**config.mk**
```make
export PLATFORM = sky130hd
export DESIGN_NAME = boc_corr_accum_flat
export DESIGN_NICKNAME = d
export VERILOG_FILES = /design/src/rtl/boc_corr_accum_if.sv /design/src/rtl/boc_corr_accum.sv /design/src/flat_wrapper.sv
export SDC_FILE = /design/constraint.sdc
export NUM_CORES = 1
export LEC_CHECK = 0
export BUFFER_PORTS_ARGS = -buffer_cell sky130_fd_sc_hd__buf_2
export CORE_MARGIN = 2
export CORE_UTILIZATION = 35
export CTS_BUF_LIST = sky130_fd_sc_hd__clkbuf_16
export DETAILED_ROUTE_END_ITERATION = 8
export PLACE_DENSITY = 0.59
export SLEW_MARGIN = 30
export SYNTH_ARGS = -nofsm -noshare
export SYNTH_HDL_FRONTEND = slang
export SYNTH_SLANG_ARGS = --single-unit
```
**constraint.sdc**
```tcl
create_clock -name rx_clk -period 5.8 [get_ports rx_clk]
set_clock_uncertainty 0.1 [all_clocks]
set_input_delay 0.58 -clock rx_clk [delete_from_list [all_inputs] [get_ports rx_clk]]
set_output_delay 0.58 -clock rx_clk [all_outputs]
set_load 0.02 [all_outputs]
```
**src/rtl/boc_corr_accum_if.sv**
```systemverilog
// Sample/replica input bus and dump output bus of one correlator channel.
// master: replica generator / loop side; slave: the correlator itself.
interface boc_corr_accum_if #(
    parameter int SAMPLE_WIDTH = 4,
    parameter int ACC_WIDTH    = 24,
    parameter int CNT_WIDTH    = 16
) ();
    logic                           rx_en;
    logic                           rx_smp_valid;
    logic signed [SAMPLE_WIDTH-1:0] rx_smp_i;
    logic signed [SAMPLE_WIDTH-1:0] rx_smp_q;
    logic                           rx_loc_prn;
    logic                           rx_loc_boc;
    logic                           rx_prn_sop;
    logic                           rx_prn_eop;
    logic                           rx_dump_ready;
    logic                           tx_dump_valid;
    logic signed [ACC_WIDTH-1:0]    tx_corr_i;
    logic signed [ACC_WIDTH-1:0]    tx_corr_q;
    logic [CNT_WIDTH-1:0]           tx_smp_cnt;
    logic                           tx_overrun;
    logic                           tx_sync_err;

    modport master (
        output rx_en, rx_smp_valid, rx_smp_i, rx_smp_q, rx_loc_prn, rx_loc_boc,
               rx_prn_sop, rx_prn_eop, rx_dump_ready,
        input  tx_dump_valid, tx_corr_i, tx_corr_q, tx_smp_cnt, tx_overrun, tx_sync_err
    );

    modport slave (
        input  rx_en, rx_smp_valid, rx_smp_i, rx_smp_q, rx_loc_prn, rx_loc_boc,
               rx_prn_sop, rx_prn_eop, rx_dump_ready,
        output tx_dump_valid, tx_corr_i, tx_corr_q, tx_smp_cnt, tx_overrun, tx_sync_err
    );
endinterface

```
**src/rtl/boc_corr_accum.sv**
```systemverilog
// Integrate-and-dump BOC/PRN correlator: one saturating I/Q correlation per code
// period (SOP..EOP), presented on a registered valid/ready dump port.
module boc_corr_accum #(
    parameter int SAMPLE_WIDTH = 4,
    parameter int ACC_WIDTH    = 24,
    parameter int CNT_WIDTH    = 16
) (
    input logic             rx_clk,
    input logic             rx_rst_n,
    boc_corr_accum_if.slave bus
);

    localparam logic [1:0] ST_IDLE     = 2'd0;
    localparam logic [1:0] ST_WAIT_SOP = 2'd1;
    localparam logic [1:0] ST_ACCUM    = 2'd2;

    localparam logic signed [ACC_WIDTH-1:0] ACC_MAX = {1'b0, {(ACC_WIDTH-1){1'b1}}};
    localparam logic signed [ACC_WIDTH-1:0] ACC_MIN = {1'b1, {(ACC_WIDTH-1){1'b0}}};
    localparam logic [CNT_WIDTH-1:0]        CNT_ONE = CNT_WIDTH'(1);

    logic [1:0]                  r_state;
    logic signed [ACC_WIDTH-1:0] r_acc_i;
    logic signed [ACC_WIDTH-1:0] r_acc_q;
    logic [CNT_WIDTH-1:0]        r_cnt;

    logic                        r_dump_valid;
    logic signed [ACC_WIDTH-1:0] r_corr_i;
    logic signed [ACC_WIDTH-1:0] r_corr_q;
    logic [CNT_WIDTH-1:0]        r_smp_cnt;
    logic                        r_overrun;
    logic                        r_sync_err;

    logic                        w_sign;
    logic                        w_smp_sop;
    logic signed [ACC_WIDTH-1:0] w_ext_i;
    logic signed [ACC_WIDTH-1:0] w_ext_q;
    logic signed [ACC_WIDTH-1:0] w_prod_i;
    logic signed [ACC_WIDTH-1:0] w_prod_q;
    logic signed [ACC_WIDTH-1:0] w_sum_i;
    logic signed [ACC_WIDTH-1:0] w_sum_q;
    logic [CNT_WIDTH-1:0]        w_cnt_inc;

    logic [1:0]                  w_state_d;
    logic signed [ACC_WIDTH-1:0] w_acc_i_d;
    logic signed [ACC_WIDTH-1:0] w_acc_q_d;
    logic [CNT_WIDTH-1:0]        w_cnt_d;
    logic                        w_dump;
    logic signed [ACC_WIDTH-1:0] w_dump_i;
    logic signed [ACC_WIDTH-1:0] w_dump_q;
    logic [CNT_WIDTH-1:0]        w_dump_cnt;
    logic                        w_sync_err;

    // Saturating add; one guard bit catches overflow in either direction.
    function automatic logic signed [ACC_WIDTH-1:0] sat_add(
        input logic signed [ACC_WIDTH-1:0] a,
        input logic signed [ACC_WIDTH-1:0] b
    );
        logic [ACC_WIDTH:0] s;
        s = {a[ACC_WIDTH-1], a} + {b[ACC_WIDTH-1], b};
        if (s[ACC_WIDTH] != s[ACC_WIDTH-1]) begin
            sat_add = s[ACC_WIDTH] ? ACC_MIN : ACC_MAX;
        end else begin
            sat_add = s[ACC_WIDTH-1:0];
        end
    endfunction

    // Sign-extend before negating so the most negative sample negates cleanly.
    assign w_sign    = bus.rx_loc_prn ^ bus.rx_loc_boc;
    assign w_smp_sop = bus.rx_smp_valid & bus.rx_prn_sop;
    assign w_ext_i   = {{(ACC_WIDTH-SAMPLE_WIDTH){bus.rx_smp_i[SAMPLE_WIDTH-1]}}, bus.rx_smp_i};
    assign w_ext_q   = {{(ACC_WIDTH-SAMPLE_WIDTH){bus.rx_smp_q[SAMPLE_WIDTH-1]}}, bus.rx_smp_q};
    assign w_prod_i  = w_sign ? -w_ext_i : w_ext_i;
    assign w_prod_q  = w_sign ? -w_ext_q : w_ext_q;
    assign w_sum_i   = sat_add(r_acc_i, w_prod_i);
    assign w_sum_q   = sat_add(r_acc_q, w_prod_q);
    assign w_cnt_inc = (&r_cnt) ? r_cnt : r_cnt + CNT_ONE;

    // Period state machine: decides accumulate / reload / dump for each sample.
    always_comb begin
        w_state_d  = r_state;
        w_acc_i_d  = r_acc_i;
        w_acc_q_d  = r_acc_q;
        w_cnt_d    = r_cnt;
        w_dump     = 1'b0;
        w_dump_i   = w_prod_i;
        w_dump_q   = w_prod_q;
        w_dump_cnt = CNT_ONE;
        w_sync_err = 1'b0;
        if (!bus.rx_en) begin
            // Disable wins over everything and throws away the partial period.
            w_state_d = ST_IDLE;
            w_acc_i_d = '0;
            w_acc_q_d = '0;
            w_cnt_d   = '0;
        end else begin
            case (r_state)
                ST_IDLE: begin
                    w_state_d = ST_WAIT_SOP;
                    w_acc_i_d = '0;
                    w_acc_q_d = '0;
                    w_cnt_d   = '0;
                end
                ST_WAIT_SOP: begin
                    // Accumulators are already zero whenever this state is entered.
                    if (w_smp_sop) begin
                        if (bus.rx_prn_eop) begin
                            w_dump = 1'b1;
                        end else begin
                            w_acc_i_d = w_prod_i;
                            w_acc_q_d = w_prod_q;
                            w_cnt_d   = CNT_ONE;
                            w_state_d = ST_ACCUM;
                        end
                    end
                end
                ST_ACCUM: begin
                    if (bus.rx_smp_valid) begin
                        if (bus.rx_prn_sop) begin
                            // Lost code sync: restart the period on this sample.
                            w_sync_err = 1'b1;
                            if (bus.rx_prn_eop) begin
                                w_dump    = 1'b1;
                                w_acc_i_d = '0;
                                w_acc_q_d = '0;
                                w_cnt_d   = '0;
                                w_state_d = ST_WAIT_SOP;
                            end else begin
                                w_acc_i_d = w_prod_i;
                                w_acc_q_d = w_prod_q;
                                w_cnt_d   = CNT_ONE;
                            end
                        end else if (bus.rx_prn_eop) begin
                            w_dump     = 1'b1;
                            w_dump_i   = w_sum_i;
                            w_dump_q   = w_sum_q;
                            w_dump_cnt = w_cnt_inc;
                            w_acc_i_d  = '0;
                            w_acc_q_d  = '0;
                            w_cnt_d    = '0;
                            w_state_d  = ST_WAIT_SOP;
                        end else begin
                            w_acc_i_d = w_sum_i;
                            w_acc_q_d = w_sum_q;
                            w_cnt_d   = w_cnt_inc;
                        end
                    end
                end
                default: begin
                    w_state_d = ST_IDLE;
                    w_acc_i_d = '0;
                    w_acc_q_d = '0;
                    w_cnt_d   = '0;
                end
            endcase
        end
    end

    // Period state and running accumulators.
    always_ff @(posedge rx_clk or negedge rx_rst_n) begin
        if (!rx_rst_n) begin
            r_state <= ST_IDLE;
            r_acc_i <= '0;
            r_acc_q <= '0;
            r_cnt   <= '0;
        end else begin
            r_state <= w_state_d;
            r_acc_i <= w_acc_i_d;
            r_acc_q <= w_acc_q_d;
            r_cnt   <= w_cnt_d;
        end
    end

    // Dump register with valid/ready hold, overrun and sync-error pulses.
    always_ff @(posedge rx_clk or negedge rx_rst_n) begin
        if (!rx_rst_n) begin
            r_dump_valid <= 1'b0;
            r_corr_i     <= '0;
            r_corr_q     <= '0;
            r_smp_cnt    <= '0;
            r_overrun    <= 1'b0;
            r_sync_err   <= 1'b0;
        end else begin
            r_sync_err <= w_sync_err;
            if (w_dump) begin
                r_corr_i     <= w_dump_i;
                r_corr_q     <= w_dump_q;
                r_smp_cnt    <= w_dump_cnt;
                r_dump_valid <= 1'b1;
                // Only an unconsumed result counts as overwritten.
                r_overrun    <= r_dump_valid & ~bus.rx_dump_ready;
            end else begin
                r_overrun <= 1'b0;
                if (r_dump_valid && bus.rx_dump_ready) begin
                    r_dump_valid <= 1'b0;
                end
            end
        end
    end

    assign bus.tx_dump_valid = r_dump_valid;
    assign bus.tx_corr_i     = r_corr_i;
    assign bus.tx_corr_q     = r_corr_q;
    assign bus.tx_smp_cnt    = r_smp_cnt;
    assign bus.tx_overrun    = r_overrun;
    assign bus.tx_sync_err   = r_sync_err;

endmodule
```
**src/flat_wrapper.sv**
```systemverilog
// flat-port wrapper written by rule: the top's interface ports become plain ports
module boc_corr_accum_flat 
#(
    parameter int SAMPLE_WIDTH = 4,
    parameter int ACC_WIDTH    = 24,
    parameter int CNT_WIDTH    = 16
)
  (rx_clk, rx_rst_n, bus_rx_en, bus_rx_smp_valid, bus_rx_smp_i, bus_rx_smp_q, bus_rx_loc_prn, bus_rx_loc_boc, bus_rx_prn_sop, bus_rx_prn_eop, bus_rx_dump_ready, bus_tx_dump_valid, bus_tx_corr_i, bus_tx_corr_q, bus_tx_smp_cnt, bus_tx_overrun, bus_tx_sync_err);
  boc_corr_accum_if #(.SAMPLE_WIDTH(SAMPLE_WIDTH), .ACC_WIDTH(ACC_WIDTH), .CNT_WIDTH(CNT_WIDTH)) bus_i ();
  input logic rx_clk;
  input logic rx_rst_n;
  input wire logic [$bits(bus_i.rx_en)-1:0] bus_rx_en;
  input wire logic [$bits(bus_i.rx_smp_valid)-1:0] bus_rx_smp_valid;
  input wire logic [$bits(bus_i.rx_smp_i)-1:0] bus_rx_smp_i;
  input wire logic [$bits(bus_i.rx_smp_q)-1:0] bus_rx_smp_q;
  input wire logic [$bits(bus_i.rx_loc_prn)-1:0] bus_rx_loc_prn;
  input wire logic [$bits(bus_i.rx_loc_boc)-1:0] bus_rx_loc_boc;
  input wire logic [$bits(bus_i.rx_prn_sop)-1:0] bus_rx_prn_sop;
  input wire logic [$bits(bus_i.rx_prn_eop)-1:0] bus_rx_prn_eop;
  input wire logic [$bits(bus_i.rx_dump_ready)-1:0] bus_rx_dump_ready;
  output wire logic [$bits(bus_i.tx_dump_valid)-1:0] bus_tx_dump_valid;
  output wire logic [$bits(bus_i.tx_corr_i)-1:0] bus_tx_corr_i;
  output wire logic [$bits(bus_i.tx_corr_q)-1:0] bus_tx_corr_q;
  output wire logic [$bits(bus_i.tx_smp_cnt)-1:0] bus_tx_smp_cnt;
  output wire logic [$bits(bus_i.tx_overrun)-1:0] bus_tx_overrun;
  output wire logic [$bits(bus_i.tx_sync_err)-1:0] bus_tx_sync_err;
  assign bus_i.rx_en = bus_rx_en;
  assign bus_i.rx_smp_valid = bus_rx_smp_valid;
  assign bus_i.rx_smp_i = bus_rx_smp_i;
  assign bus_i.rx_smp_q = bus_rx_smp_q;
  assign bus_i.rx_loc_prn = bus_rx_loc_prn;
  assign bus_i.rx_loc_boc = bus_rx_loc_boc;
  assign bus_i.rx_prn_sop = bus_rx_prn_sop;
  assign bus_i.rx_prn_eop = bus_rx_prn_eop;
  assign bus_i.rx_dump_ready = bus_rx_dump_ready;
  assign bus_tx_dump_valid = bus_i.tx_dump_valid;
  assign bus_tx_corr_i = bus_i.tx_corr_i;
  assign bus_tx_corr_q = bus_i.tx_corr_q;
  assign bus_tx_smp_cnt = bus_i.tx_smp_cnt;
  assign bus_tx_overrun = bus_i.tx_overrun;
  assign bus_tx_sync_err = bus_i.tx_sync_err;
  boc_corr_accum #(.SAMPLE_WIDTH(SAMPLE_WIDTH), .ACC_WIDTH(ACC_WIDTH), .CNT_WIDTH(CNT_WIDTH)) u_core (.rx_clk(rx_clk), .rx_rst_n(rx_rst_n), .bus(bus_i));
endmodule
```
==> flow_summary_export.csv, run 1 <==
group,metric,value,unit
timing,timing_hold_violations_final,0,
timing,layout_worst_path_cycle_share,0.818,
routing,vias,8710,
critical_path,crit_chain,"buf_2 > or3_1 > nand2b_1 > ha_1 > a21oi_1 > ha_1 > o2111a_1 > o311a_1 > o211ai_1 > a21oi_1 > o21ai_1 > nor3_2 > buf_4 > nand2b_1 > a221oi_1 > nor2_1",
timing,crit_path_time_final,4750,ps
global_routing,antenna_violations_before_repair,0,
placed_design,detailed_place_hpwl,21500,um
global_routing,grt_use_total,0.213,
timing,finalMaxSlewViolations,0,
timing,max_slew.worst_pin.slew,1020,ps
timing,setup_slack,1050,ps
floorplanning,core_area,25900,sq um
yosys,synthArstFlopShare,1.00,
yosys,post_synth_top_flop,"sky130_fd_sc_hd__dfrtp_1",
placed_design,post_dp_cell_area,9990,sq um
run,timing.max_cap.violations,0,
critical_path,arrival,4960,ps
global_routing,grt_first_pass_wirelength,46800,um
timing,max_slew_margin,0.320,
yosys,synth.yosys.seq_area_share,0.363,
critical_path,critPathRequiredTime,6010,ps
timing,timing.fmax,211,MHz
final_layout,fill_cells,2629,
critical_path,critical-path-slowest-cell,"sky130_fd_sc_hd__a21oi_1",
routing,drt_first_pass_iters,5,
floorplanning,initial_utilization,0.354,
outcome,status,"completed",
clock_tree,cts_repair_resize_count,0,
yosys,yosys_register_bits,133,
critical_path,category_of_the_worst_setup_path_capture_point,"flop",
final_layout,antenna_cells,0,
clock_tree,tritoncts,"built",
yosys,synth_largest_area_cell,"sky130_fd_sc_hd__dfrtp_1",
yosys,synth.top_cells.by_area,"sky130_fd_sc_hd__dfrtp_1 (36%), sky130_fd_sc_hd__ha_1 (8.5%), sky130_fd_sc_hd__o21ai_0 (6.2%), sky130_fd_sc_hd__a21oi_1 (5.7%), sky130_fd_sc_hd__nand2_1 (5.2%)",
placed_design,io_buffer_count,83,
yosys,synth_cell_type_count,80,
clock_tree,cts_num_sinks,133,
yosys,synth.top_cell.area_share,0.363,
power,power.static_leakage,0.00495,uW
routing,initialDrtViolationCount,891,
clock_tree,tritoncts.num_buffers,17,
final_layout,post_route_cells_drive_above_1_share,0.137,
final_layout,layout_commonest_cell,"sky130_fd_sc_hd__dfrtp_1",
critical_path,timing.setup.critical_path_class,"in -> reg",
critical_path,worstReg2RegStart,"u_core.r_acc_i[4]$_DFFE_PN0P_",
critical_path,worst-r2r-cell-count,10,
critical_path,crit-reg2reg-capture,"u_core.r_acc_i[20]$_DFFE_PN0P_",
yosys,syn_inst,1080,
yosys,syn-mean-instance-area,8.49,sq um
global_routing,number_of_global_route_vias_before_repair,8175,
timing,grt_setup_unrepaired,"no",
final_layout,final-seq-area,3330,sq um
yosys,postSynthNetCount,1161,
power,ir_worst_vdd,0.249,mV
critical_path,cp_max_fo,15,
clock_tree,root_buffer,"sky130_fd_sc_hd__clkbuf_16",
routing,drc_markers,0,
clock_tree,postCtsSetupRepairBufs,0,
timing,hold_ws,121,ps
yosys,synth.yosys.warnings,0,
global_routing,grt_start_max_net_pins,83,
critical_path,cp-start-kind,"input pin",
clock_tree,clockBufferDepth,2,
clock_tree,clk_pin_slew,60,ps
floorplanning,io-pin-count,84,
floorplanning,floorplan.die_area,27500,sq um
critical_path,maximum_single_stage_delay_on_the_critical_path,610,ps
routing,final_antenna_net_count,0,
timing,setup_total_negative_slack,0,ps
clock_tree,clk-insertion-delay-late,430,ps
clock_tree,htree_num_levels,4,
routing,post_drt_via_cell_ratio,5.80,
floorplanning,placement_rows,59,
routing,routedWlPerCell,19.9,um
final_layout,final_design_area_no_fill,10600,sq um
floorplanning,fp.dieH,166,um
final_layout,layout_common_cells,"sky130_fd_sc_hd__dfrtp_1 (133), sky130_fd_sc_hd__nand2_1 (126), sky130_fd_sc_hd__o21ai_0 (114)",
timing,report.final.setup_viol,0,
floorplanning,die_width,166,um
critical_path,ff2ff_setup_slack,2120,ps
routing,postRouteWirelength,29800,um
yosys,synth-edff-count,0,
final_layout,postLayoutCoreUtil,0.409,
worst_hold_path,hold_class,"in -> async",
yosys,syn_area,9170,sq um
global_routing,overflow,0,
clock_tree,cts.hold.buffers_added,0,
placed_design,dpl_worst_slack,629,ps
final_layout,fin_nets,1234,
final_layout,multi_input_area,5580,sq um
power,power-per-cell-area,410,nW/um^2
placed_design,globalplace.congestion,0.938,
final_layout,area_growth,15.7,%
==> logic make-up after synthesis <==
logic type	after synthesis	share of synthesized area
AND/OR/NAND/NOR	339	0.168
flip-flops	133	0.363
multiplexers	3	0.00327
XOR/XNOR	49	0.0468
adder cells (fa/ha/maj)	66	0.0913
buffers and inverters	79	0.0345
AO/OA/AOI/OAI	411	0.293
==> power breakdown <==
group          internal [uW]  switching (uW)  leakage [uW]  total (uW)
registers               1150             168       0.00176        1320
clock network            679             466      0.000292        1140
logic                    647            1230       0.00289        1880
==> stage by stage <==
stage	total power, uW	cells
6_report	4340	1501
3_5_place_dp	3190	1469
2_1_floorplan	2560	1080
3_3_place_gp	3180	1469
4_1_cts	4340	1501
5_1_grt	4600	1501
==> sequential cells by signal, summed over array words and instances, names as in the netlist <==
register and flops:
u_core.r_acc_i 24, u_core.bus.tx_smp_cnt 16, u_core.bus.tx_corr_q 24, u_core.bus.tx_sync_err 1
u_core.bus.tx_overrun 1, u_core.r_state 2, u_core.bus.tx_corr_i 24, u_core.r_acc_q 24
u_core.bus.tx_dump_valid 1, u_core.r_cnt 16
==> area by class of cell <==
| cell class | count | share of cell area |
|---|---|---|
| well taps | 335 | 0.0395 |
| flip-flops and latches | 133 | 0.314 |
| clock buffers | 17 | 0.0401 |
| inverters | 33 | 0.0117 |
| clock inverters | 15 | 0.0166 |
| multi-input cells | 868 | 0.526 |
| repair buffers | 100 | 0.0518 |
==> how the worst max path moves through the flow <==
stage	startpoint	endpoint	slack (ps)	cells past startpoint
finish	bus_rx_smp_q[0]	u_core.bus.tx_corr_q[13]$_DFFE_PN0P_	1050	16
global route	bus_rx_smp_q[0]	u_core.r_acc_q[0]$_DFFE_PN0P_	810	15
CTS	bus_rx_smp_q[0]	u_core.bus.tx_corr_q[13]$_DFFE_PN0P_	1080	16
detailed placement	bus_rx_smp_q[0]	u_core.bus.tx_corr_q[13]$_DFFE_PN0P_	630	16
global placement	bus_rx_smp_q[0]	u_core.bus.tx_corr_q[13]$_DFFE_PN0P_	660	16
floorplan	bus_rx_smp_i[1]	u_core.bus.tx_corr_i[11]$_DFFE_PN0P_	1610	15
==> worst max-delay path: cells and delay by family <==
family,cells,cell delay [ps]
adder cells (fa/ha/maj),2,680
AND/OR/NAND/NOR,5,1050
buffers and inverters,2,370
AO/OA/AOI/OAI,7,2280
==> layer usage <==
layer	routed length (um)	up-vias	part of all wire	global-route usage
met5	0	-	0	0
met1	14500	4180	0.48	0.320
met3	2060	46	0.069	0.0343
met2	12700	368	0.43	0.316
li1	-	4116	-	-
met4	576	0	0.019	0.0616
==> cells in the mapped netlist (all sizes together) (4+ instances only) <==
cell type,instances
a221o,14
inv,33
nand2,128
a21o,24
o31a,4
a32oi,5
a41oi,4
a211o,4
o22ai,6
o221ai,7
and2,7
ha,62
and3,10
nand3,22
nor2,101
nand2b,16
nor3,18
o21a,12
a21oi,108
o21ai,120
a21boi,4
a22oi,15
xor2,19
or3,10
o31ai,11
o21bai,6
clkbuf,35
a31oi,13
nand4,6
a211oi,12
o211ai,11
buf,11
nor2b,11
dfrtp,133
xnor2,30
a221oi,4
(Power assumes the default switching activity.)
==> run 2: changes to the inputs <==
Settings changed: PLACE_DENSITY 0.59 to 0.61.
Clock period 5.8 ns to 3.9 ns, I/O delays scaled along.
==> flow_summary_export.csv, run 2 (same netlist as run 1, synthesis figures left out) <==
group,metric,value,unit
outcome,status,"completed",
power,power-per-cell-area,575,nW/um^2
clock_tree,clk_pin_slew,60,ps
global_routing,overflow,0,
placed_design,place.detailed.instances,1666,
timing,timing.fmax,264,MHz
final_layout,area_growth,33.3,%
final_layout,layout.cells.non_filler,1701,
final_layout,layout_commonest_cell,"sky130_fd_sc_hd__buf_4",
routing,routedWlPerCell,18.6,um
critical_path,cp-start-kind,"input pin",
critical_path,cp_max_fo,18,
final_layout,fin_nets,1434,
placed_design,detailed_place_hpwl,24200,um
floorplanning,die_width,166,um
global_routing,grt_first_pass_wirelength,50100,um
placed_design,post_dp_cell_area,11500,sq um
power,ir_worst_vdd,0.332,mV
clock_tree,root_buffer,"sky130_fd_sc_hd__clkbuf_16",
routing,post_drt_via_cell_ratio,5.49,
placed_design,io_buffer_count,83,
timing,crit_path_time_final,3790,ps
global_routing,antenna_violations_before_repair,0,
timing,finalMaxSlewViolations,0,
floorplanning,core_area,25900,sq um
final_layout,antenna_cells,0,
global_routing,grt_start_max_net_pins,94,
critical_path,category_of_the_worst_setup_path_capture_point,"flop",
critical_path,crit_path_end,"u_core.r_acc_i[21]$_DFFE_PN0P_",
power,power.static_leakage,0.00593,uW
routing,initialDrtViolationCount,831,
clock_tree,tritoncts.num_buffers,17,
floorplanning,placement_rows,59,
timing,hold_ws,122,ps
clock_tree,clockBufferDepth,2,
final_layout,layout_common_cells,"sky130_fd_sc_hd__buf_4 (213), sky130_fd_sc_hd__dfrtp_1 (133), sky130_fd_sc_hd__nand2_1 (127)",
clock_tree,clk-insertion-delay-late,440,ps
timing,layout_worst_path_cycle_share,0.971,
timing,max_slew.worst_pin.slew,888,ps
run,timing.max_cap.violations,0,
routing,drt_first_pass_iters,5,
routing,final_antenna_net_count,0,
final_layout,postLayoutCoreUtil,0.472,
clock_tree,tritoncts,"built",
critical_path,timing.setup.critical_path_class,"in -> reg",
critical_path,worst-r2r-cell-count,13,
floorplanning,fp.dieH,166,um
critical_path,ff2ff_setup_slack,560,ps
critical_path,critPathRequiredTime,4120,ps
timing,grt_setup_unrepaired,"yes",
floorplanning,floorplan.die_area,27500,sq um
floorplanning,initial_utilization,0.354,
timing,timing_hold_violations_final,0,
routing,postRouteWirelength,31600,um
routing,drc_markers,0,
global_routing,number_of_global_route_vias_before_repair,8943,
final_layout,fill_cells,2527,
floorplanning,io-pin-count,84,
final_layout,final_design_area_no_fill,12200,sq um
routing,vias,9341,
critical_path,worstReg2RegStart,"u_core.r_acc_i[0]$_DFFE_PN0P_",
critical_path,critical_path_origin,"bus_rx_smp_i[1]",
critical_path,crit-reg2reg-capture,"u_core.r_acc_i[21]$_DFFE_PN0P_",
global_routing,grt_use_total,0.227,
clock_tree,cts_num_sinks,133,
critical_path,arrival,4010,ps
worst_hold_path,hold_class,"in -> reg",
timing,report.final.setup_viol,0,
timing,max_slew_margin,0.408,
placed_design,globalplace.congestion,0.930,
final_layout,post_route_cells_drive_above_1_share,0.276,
clock_tree,htree_num_levels,4,
run 2: cell count changes in the layout (fill, tap and decap cells not counted), moves of 5 or more:
cell,change
sky130_fd_sc_hd__buf_4,+196
sky130_fd_sc_hd__a21oi_1,-7
sky130_fd_sc_hd__a21oi_2,+6
sky130_fd_sc_hd__a211oi_1,-5
sky130_fd_sc_hd__a211oi_2,+5
sky130_fd_sc_hd__nor2_1,-5
run 2: what timing repair did:
| action | in CTS | in global routing |
|---|---|---|
| resized for setup | 0 | 25 |
| hold buffers | 1 | 0 |
| endpoints found under the hold margin | 38 | 0 |
| buffers inserted | 0 | 1 |
| setup endpoints to repair | 0 | 73 |
run 2: critical path, stage by stage:
cell                        delay [ps]
sky130_fd_sc_hd__buf_2             100
sky130_fd_sc_hd__or3_1             400
sky130_fd_sc_hd__ha_1              210
sky130_fd_sc_hd__a21oi_2           200
sky130_fd_sc_hd__inv_1             130
sky130_fd_sc_hd__ha_1              380
sky130_fd_sc_hd__and3_4            210
sky130_fd_sc_hd__nor2b_4           130
sky130_fd_sc_hd__a2111oi_4         360
sky130_fd_sc_hd__a21oi_2           150
sky130_fd_sc_hd__buf_4             160
sky130_fd_sc_hd__buf_4             130
sky130_fd_sc_hd__a22oi_1           200
sky130_fd_sc_hd__a32oi_2           110
sky130_fd_sc_hd__buf_12            200
sky130_fd_sc_hd__a211o_1           230
sky130_fd_sc_hd__a221o_1           310
run 2: area by class of cell:
cell class / instances / area (sq um) / share of cell area
Tap cell: 335 / 419 / 0.0343
Multi-Input combinational cell: 868 / 5680 / 0.465
Clock inverter: 15 / 163 / 0.0133
Timing Repair Buffer: 300 / 2090 / 0.171
Clock buffer: 17 / 425 / 0.0348
Inverter: 33 / 124 / 0.0101
Sequential cell: 133 / 3330 / 0.272
run 2: per-layer routing:
metal	GRT usage	share of wire	wire length, um	up-vias
met2	0.351	0.45	14200	311
li1	-	-	-	4515
met3	0.0400	0.058	1820	31
met5	0	0	0	-
met1	0.333	0.48	15200	4484
met4	0.0499	0.012	387	0
run 2: metrics by stage:
| step | power (uW) | TNS (ps) | worst slack, ps |
|---|---|---|---|
| 6_report | 7030 | 0 | 114 |
| 3_5_place_dp | 5310 | -24220 | -380 |
| 5_1_grt | 7430 | -35.3 | -9.66 |
| 4_1_cts | 6970 | 0 | 72.2 |
| 2_1_floorplan | 3800 | 0 | 5.91 |
| 3_3_place_gp | 5290 | -19840 | -354 |
run 2: worst min path at each step:
stage / from / slack, ps / end / cells past startpoint
after global placement: u_core.bus.tx_corr_q[10]$_DFFE_PN0P_ / 360 / u_core.bus.tx_corr_q[10]$_DFFE_PN0P_ / 1
after CTS: bus_rx_dump_ready / 100 / u_core.bus.tx_overrun$_DFF_PN0_ / 3
after floorplan: rx_rst_n / -6 / u_core.bus.tx_corr_i[0]$_DFFE_PN0P_ / 0
final: bus_rx_dump_ready / 120 / u_core.bus.tx_overrun$_DFF_PN0_ / 3
after global routing: bus_rx_dump_ready / 120 / u_core.bus.tx_overrun$_DFF_PN0_ / 3
after detailed placement: u_core.bus.tx_corr_q[10]$_DFFE_PN0P_ / 360 / u_core.bus.tx_corr_q[10]$_DFFE_PN0P_ / 1
run 2: power by group:
group / total (uW) / internal [uW] / switching (uW)
registers: 1990 / 1720 / 276
logic: 3390 / 1400 / 1990
clock network: 1650 / 994 / 651
total: 7030 / 4110 / 2920
